## config.mk

```make
export PLATFORM = sky130hd
export DESIGN_NAME = seq_multiplier
export DESIGN_NICKNAME = d
export VERILOG_FILES = /design/src/rtl/seq_multiplier.sv
export SDC_FILE = /design/constraint.sdc
export NUM_CORES = 1
export LEC_CHECK = 0
export CAP_MARGIN = 40
export CORE_MARGIN = 3
export CORE_UTILIZATION = 55
export CTS_BUF_LIST = sky130_fd_sc_hd__clkbuf_8
export CTS_CLUSTER_DIAMETER = 100
export CTS_CLUSTER_SIZE = 25
export DETAILED_ROUTE_END_ITERATION = 7
export GPL_ROUTABILITY_DRIVEN = 0
export PLACE_DENSITY = 0.94
export SETUP_SLACK_MARGIN = 0.2
export SYNTH_ARGS = -nofsm -noshare
export SYNTH_HDL_FRONTEND = slang
export SYNTH_SLANG_ARGS = --single-unit
export TNS_END_PERCENT = 100
```

## constraint.sdc

```tcl
create_clock -name Clk -period 3.7 [get_ports Clk]
set_input_delay 0.555 -clock Clk [delete_from_list [all_inputs] [get_ports Clk]]
set_output_delay 0.555 -clock Clk [all_outputs]
set_load 0.1 [all_outputs]
```

## src/rtl/seq_multiplier.sv

```systemverilog
// Sequential shift-and-add unsigned multiplier, one bit per clock.
// Optional macro MULT_ZERO_SKIP_EN: zero operands finish on the accept edge.
module seq_multiplier #(
  parameter int WIDTH = 8
) (
  input  logic               Clk,
  input  logic               Reset,
  input  logic               St,
  input  logic [WIDTH-1:0]   Mcand,
  input  logic [WIDTH-1:0]   Mplier,
  output logic [2*WIDTH-1:0] Product,
  output logic               Busy,
  output logic               Done
);

  localparam int CW = $clog2(WIDTH);

  typedef enum logic [1:0] {
    IDLE,
    RUN,
    DONE
  } state_t;

  state_t           state;
  state_t           state_nx;
  logic [CW-1:0]    cnt;
  logic [WIDTH-1:0] mc;
  logic [WIDTH:0]   sum;
  logic             last;
  logic             zero;

  assign last = (cnt == CW'(WIDTH - 1));

`ifdef MULT_ZERO_SKIP_EN
  assign zero = (Mcand == '0) || (Mplier == '0);
`else
  assign zero = 1'b0;
`endif

  // Carry of the add becomes the new MSB once shifted in
  always_comb begin
    sum = {1'b0, Product[2*WIDTH-1:WIDTH]};
    if (Product[0])
      sum = sum + {1'b0, mc};
  end

  always_comb begin
    state_nx = state;
    unique case (state)
      IDLE: if (St) state_nx = zero ? DONE : RUN;
      RUN:  if (last) state_nx = DONE;
      DONE: state_nx = IDLE;
      default: state_nx = IDLE;
    endcase
  end

  always_ff @(posedge Clk or posedge Reset) begin
    if (Reset)
      state <= IDLE;
    else
      state <= state_nx;
  end

  always_ff @(posedge Clk or posedge Reset) begin
    if (Reset) begin
      cnt     <= '0;
      mc      <= '0;
      Product <= '0;
    end else begin
      unique case (state)
        IDLE: begin
          if (St) begin
            mc      <= Mcand;
            cnt     <= '0;
            Product <= zero ? '0 : {{WIDTH{1'b0}}, Mplier};
          end
        end
        RUN: begin
          cnt     <= cnt + CW'(1);
          Product <= {sum, Product[WIDTH-1:1]};
        end
        default: ;
      endcase
    end
  end

  assign Busy = (state == RUN);
  assign Done = (state == DONE);

endmodule

```

Yosys cells after proc, flatten, opt, wreduce, memory -nomap -nowiden:

Index checks and enable logic that the tools add are counted.

* flip-flop bits (word level): 29
* input port bits: 19
* output and inout bits: 18
* word-level logic and storage cells: 24

* add/subtract/negate cells: 2
* eq/ne operators: 5
* multiplexer cells: 8
* reductions and logical operators: 5

Operator list (number)
* $pmux 16 s2: 1
* $mux 16: 1
* $add 8x8->9: 1
* $mux 9: 1
* $pmux 3 s2: 1
* $reduce_and 2->1: 3
* $mux 2: 2
* $pmux 2 s2: 1
* $add 3x1->3 const B: 1
* $eq 3x3->1 const B: 1
* $mux 3: 1
* $eq 2x1->1 const B: 1
* $eq 2x2->1 const B: 1
* $logic_not 2->1: 1
* $ne 2x1->1 const B: 1
* $ne 2x2->1 const B: 1
* $reduce_bool 2->1: 1

Logic depth before layout (Yosys ltp):

Gate-level depths: netlist (run 1).

* word-level depth: 3
* depth in mapped cells: 8
* gate-level depth less buffers: 8

Worst setup path before layout (run 1):

OpenSTA, ideal clock, no wires.

* path type: reg-to-reg
* from: reg Product[8]
* to: reg Product[15]
* library setup time: 0.095 ns
* arrival: 2.353 ns
* data required time: 3.605 ns
* setup slack: 1.252 ns
* stages on the path, launching flop included: 9
* path buffers: 0
* period minus slack after synthesis: 2.448 ns
* path through: dfrtp_1 -> ha_1 -> inv_1 -> fa_1 -> nor2b_4 -> o31ai_1 -> a21oi_1 -> a211oi_1 -> o31ai_1

* word-level cells in the longest chain between the ends: 3

Ends and longest elaborated chain
* start, declared: line 11 `output logic [2*WIDTH-1:0] Product,`
* start signal, assigned: line 75 `Product <= zero ? '0 : {{WIDTH{1'b0}}, Mplier};`
* start signal, assigned: line 80 `Product <= {sum, Product[WIDTH-1:1]};`
* $add 8x8->9: line 44 `sum = sum + {1'b0, mc};`
* $mux 9: line 43 `if (Product[0])`
* $pmux 16 s2: line 70 `unique case (state)`

No other way between the ends.
A chain may end at the register's enable or synchronous reset.

Final worst setup path (run 1):

* from: reg state[1]
* to: out Busy

* word-level cells in the longest chain between the ends: 1

Ends and longest elaborated chain
* start, declared: line 24 `state_t state;`
* start signal, assigned: line 61 `state <= state_nx;`
* $eq 2x1->1: line 87 `assign Busy = (state == RUN);`
* end, declared: line 12 `output logic Busy,`

No other way between the ends.

==> reports/metrics.yaml, run 1 <==
cts_setup_buffers: 0
yosys-top-cells-area: "dfrtp_1 (46%), ha_1 (8.0%), mux2_2 (5.0%)"
critPathKind: "flop to output port"
synth_edf_count: 0
grt_setup_unrepaired: "no"
post-dp-hpwl_mm: 3.39
finalWirelength_mm: 4.86
finClkSkew_ns: 0.0105
path_max_fanout: 25
fmaxAchievable_ghz: 0.352
maxCapViolCount: 0
cts-resized-gates: 0
track_usage: 0.317
synth_flop_cell: "dfrtp_1"
hold_viol: 0
outcome: "finished clean"
clk_pin_slew_ns: 0.07
nFillCells: 106
first_iter_violations: 114
cts_tree: "built"
grt_pass1_wl_mm: 8.06
grt_pass1_vias: 1656
critPathLaunchType: "flop"
regArea_um2: 726
crit_path_end_kind: "output port"
synth_cell_type_count: 38
num_vias: 1510
dieArea_mm2: 0.00352
fin_setup_tns_ns: 0
clockBufferDepth: 2
num_io_pins: 37
async_reset_ff_frac: 1.00
via_per_inst: 6.37
initial_core_util: 0.604
hp-class: "flop to flop"
syn_inst: 151
clock_latency_ns: 0.29
cts_root_buf: "clkbuf_8"
post-route-period-util: 0.769
slew_viol_final: 0
cp.required_ns: 3.14
postRouteAntennaNets: 0
drive_above_1_share: 0.184
cts_max_level: 2
synth.most_common_cell: "dfrtp_1"
syn_avg_cell_area_um2: 10.4
worst_slew_pin_slew_ns: 0.759
synthTopCellsByCount: "dfrtp_1 (29), nand2_1 (19), o21ai_0 (15), ha_1 (10)"
use_met1: 0.370
gr-usage-met3: 0.113
grt_use_met2: 0.513
fin_nets: 236
die_h_um: 59.3
syn-num-nets: 181
numCtsBuffers: 5
synth_area_mm2: 0.00156
yosysWarnings: 0
dp_slack_ns: 1.30
drt_pass1_iterations: 4
num_antenna_cells: 0
cts_hold_buf: 0
die_x_um: 59.3
setup_ws_ns: 0.856
slew-limit-headroom: 0.494
wl_per_cell_um: 20.5
multiInputGateArea_um2: 782
placementRows: 18
area_growth_pct: 46.4
grt_max_degree: 26
yosysTopAreaCellShare: 0.464
antenna_found_initial: 0
ys_seq_area_frac: 0.464
cts_sinks: 29
synth-seq-cells: 29
drc_errors: 0
port_buffers: 36
arrival_ns: 2.29
setup_viol: 0
min_period_ns: 2.84
core_mm2: 0.00259
grt.busiest_layer: "met2"
yosys.area.top_type: "dfrtp_1"
grt.overflow.total: 0
final cells by class:
type	count	area share
Clock buffer	5	0.0301
Multi-Input combinational cell	109	0.342
Timing Repair Buffer	55	0.278
Tap cell	30	0.0164
Inverter	6	0.00984
Sequential cell	29	0.317
Clock inverter	3	0.00765
cell families after synthesis:
| kind of cell | synth area share |
|---|---|
| muxes | 0.0952 |
| DFF | 0.464 |
| xor gates and xnor gates | 0.0112 |
| buffers and inverters | 0.0360 |
| and+or+nand+nor | 0.131 |
| adders and majority gates | 0.0928 |
| AOI/OAI and AO/OA | 0.170 |
sequential cells by signal, indices dropped and copies added, names as in the netlist:
register	count
cnt	3
mc	8
Product	16
state	2
placed cells by master (no fill, tap or decap), types with 2 or more instances in the layout:
cell type        count
clkbuf_8             5
mux2i_1              7
a21oi_1              6
buf_4                2
dfrtp_1             29
nand3_1              2
mux2_2               7
inv_1                6
o21ai_0             15
buf_8               18
nor2b_1              4
o31ai_1              5
a32oi_1              5
nor2_1               5
clkdlybuf4s50_1     35
nand2_1             19
a211oi_1             3
clkinv_2             2
ha_1                10
stage by stage:
stage               hold slack, ns  area, µm²  utilization  instances
floorplan                    0.468       1560            -        151
global placement             0.491       1930        0.746        211
detailed placement           0.512       2200        0.851        229
CTS                          0.526       2290        0.884        237
global route                 0.551       2290        0.884        237
finish                       0.532       2290        0.884        237
critical path, stage by stage, from the launching register on:
cell	delay [ns]
dfrtp_1	0.41
nand2b_1	0.45
inv_1	0.72
buf_4	0.42
path summary, 6_finish.rpt:
| path | start | to | slack, ns | cells after the start |
|---|---|---|---|---|
| hold reg to reg | mc[4]$_DFFE_PP0P_ | mc[4]$_DFFE_PP0P_ | 0.53 | 1 |
| setup reg to reg | Product[8]$_DFFE_PP0P_ | Product[15]$_DFFE_PP0P_ | 1.55 | 8 |
| max in group asynchronous | Reset | Product[8]$_DFFE_PP0P_ | 2.52 | 3 |
| hold / removal | mc[4]$_DFFE_PP0P_ | mc[4]$_DFFE_PP0P_ | 0.53 | 1 |
| setup / recovery | state[1]$_DFFE_PP0P_ | Busy | 0.86 | 3 |
| min in group asynchronous | Reset | Product[2]$_DFFE_PP0P_ | 0.66 | 2 |
routing by layer:
layer | wire [µm] | vias up
met5 | 0 | -
met4 | 215 | 0
met3 | 472 | 24
met2 | 2410 | 110
met1 | 1760 | 722
li1 | - | 654
Power of run 1 is not shown: default switching activity piles up to over one toggle a cycle in this logic, so the estimate is an artifact.
==> run 2: changes to the inputs <==
--- a/config.mk
+++ b/config.mk
@@ -7,13 +7,13 @@
 export LEC_CHECK = 0
 export CAP_MARGIN = 40
 export CORE_MARGIN = 3
-export CORE_UTILIZATION = 55
+export CORE_UTILIZATION = 51
 export CTS_BUF_LIST = sky130_fd_sc_hd__clkbuf_8
 export CTS_CLUSTER_DIAMETER = 100
 export CTS_CLUSTER_SIZE = 25
 export DETAILED_ROUTE_END_ITERATION = 7
 export GPL_ROUTABILITY_DRIVEN = 0
-export PLACE_DENSITY = 0.94
+export PLACE_DENSITY = 0.89
 export SETUP_SLACK_MARGIN = 0.2
 export SYNTH_ARGS = -nofsm -noshare
 export SYNTH_HDL_FRONTEND = slang
==> constraint.sdc (replaced) <==
create_clock -name Clk -period 2.65 [get_ports Clk]
set_input_delay 0.3975 -clock Clk [delete_from_list [all_inputs] [get_ports Clk]]
set_output_delay 0.3975 -clock Clk [all_outputs]
set_load 0.1 [all_outputs]
==> reports/metrics.yaml, run 2 (synthesis gave the netlist of run 1 again) <==
setup_viol: 0  # unchanged
track_usage: 0.204  # -0.113
hold_viol: 0  # unchanged
clockBufferDepth: 2  # unchanged
grt_pass1_wl_mm: 5.58  # -31%
num_antenna_cells: 0  # unchanged
clk_pin_slew_ns: 0.06  # about the same
slew-limit-headroom: 0.547  # +0.0536
grt_pass1_vias: 1365  # -18%
nFillCells: 221  # +110%
num_vias: 1282  # -15%
critPathKind: "flop to output port"
cp_top_family: "buffers and inverters"
post-route-period-util: 0.820
cts_hold_buf: 0  # unchanged
grt_max_degree: 30  # +15%
cp_slowest_cell: "nand2b_1"
cts_tree: "built"
placementRows: 19  # +1
regMostFlops: "Product"
critPathLaunchType: "flop"
port_buffers: 36  # unchanged
crit_path_end_kind: "output port"
antenna_found_initial: 0  # unchanged
area_growth_pct: 28.2
drc_errors: 0  # unchanged
path_max_fanout: 16  # -36%
arrival_ns: 1.78  # -0.51 ns
cp.required_ns: 2.25  # -0.89 ns
numCtsBuffers: 5  # unchanged
cp.buffers_inverters: 2  # unchanged
clock_latency_ns: 0.28  # about the same
hp-class: "input pin to async pin"
grt.overflow.total: 0  # unchanged
initial_core_util: 0.553  # -0.0510
crit_chain: "nand2b_1 -> inv_1 -> buf_12"
grt_setup_unrepaired: "no"
gr-usage-met3: 0.0713  # -0.0420
largest_register_ffs: 16  # unchanged
grt_use_met2: 0.341  # -0.172
cts-resized-gates: 0  # unchanged
wl_per_cell_um: 15.0  # -27%
cts_setup_buffers: 0  # unchanged
die_h_um: 61.4  # +3.5%
fin_setup_tns_ns: 0  # unchanged
final_cell_mix: "dfrtp_1 (29), buf_4 (20), nand2_1 (19)"
slowest_delay_ns: 0.49  # -0.23 ns
cts_sinks: 29  # unchanged
postRouteAntennaNets: 0  # unchanged
core_mm2: 0.00283  # +9.2%
final_common_cell: "dfrtp_1"
outcome: "finished clean"
maxCapViolCount: 0  # unchanged
grt.busiest_layer: "met2"
slew_viol_final: 0  # unchanged
cts_max_level: 2  # unchanged
min_period_ns: 2.17
die_x_um: 61.4  # +3.5%
num_io_pins: 37  # unchanged
drt_pass1_iterations: 4  # unchanged
cts_root_buf: "clkbuf_8"
first_iter_violations: 36  # -68%
fin_nets: 220  # -6.8%
finalWirelength_mm: 3.31  # -32%
largestRegisters: "Product x16, mc x8, cnt x3"
fmaxAchievable_ghz: 0.460
worst_slew_pin_slew_ns: 0.678  # -0.0809 ns
via_per_inst: 5.80  # -9.0%
use_met1: 0.233  # -0.137
finClkSkew_ns: 0.00517  # -0.00538 ns
drive_above_1_share: 0.195  # +0.0112
post-dp-hpwl_mm: 2.37  # -30%
dieArea_mm2: 0.00377  # +7.0%
run 2: cell count changes in the layout (fill, tap and decap cells not counted), sizes merged:
cell / previous run / this run
inv: 6 / 7
clkbuf: 5 / 6
clkinv: 2 / 0
clkinvlp: 1 / 0
clkdlybuf4s50: 35 / 18
buf: 20 / 21
run 2: worst paths after layout:
| check | from | to | slack, ns | cells past startpoint |
|---|---|---|---|---|
| setup / recovery | state[1]$_DFFE_PP0P_ | Busy | 0.48 | 3 |
| hold / removal | Reset | Product[10]$_DFFE_PP0P_ | 0.48 | 3 |
| setup reg to reg | Product[8]$_DFFE_PP0P_ | Product[15]$_DFFE_PP0P_ | 0.66 | 8 |
| hold reg to reg | Product[5]$_DFFE_PP0P_ | Product[4]$_DFFE_PP0P_ | 0.52 | 2 |
| max in group asynchronous | Reset | Product[2]$_DFFE_PP0P_ | 1.90 | 3 |
| min in group Clk | Product[5]$_DFFE_PP0P_ | Product[4]$_DFFE_PP0P_ | 0.52 | 2 |
run 2: tightest hold or removal path, stage by stage:
cell and delay, ns:
clkdlybuf4s50_1 0.40, inv_1 0.05, buf_4 0.32
run 2: area by class of cell:
class	instances	area, µm²	share of cell area
Clock buffer	6	82.6	0.0412
Inverter	6	22.5	0.0112
Timing Repair Buffer	39	350	0.175
Tap cell	31	38.8	0.0193
Sequential cell	29	726	0.362
Clock inverter	1	3.75	0.00187
Multi-Input combinational cell	109	782	0.390
run 2: stage by stage:
stage | cells | util | hold WS (ns) | instance area, µm² | setup WS, ns
after floorplan | 151 | - | 0.468 | 1560 | 0.202
after global placement | 214 | 0.678 | 0.487 | 1920 | 0.809
after detailed placement | 214 | 0.678 | 0.508 | 1920 | 0.684
after CTS | 221 | 0.709 | 0.501 | 2010 | 0.464
after global routing | 221 | 0.709 | 0.546 | 2010 | 0.327
final | 221 | 0.709 | 0.479 | 2010 | 0.476
run 2: metal layers:
layer	vias up	wire length, µm
li1	624	-
met1	609	1490
met2	44	1530
met3	5	230
met4	0	54
met5	-	0
Power of run 2 is left out for the same reason.
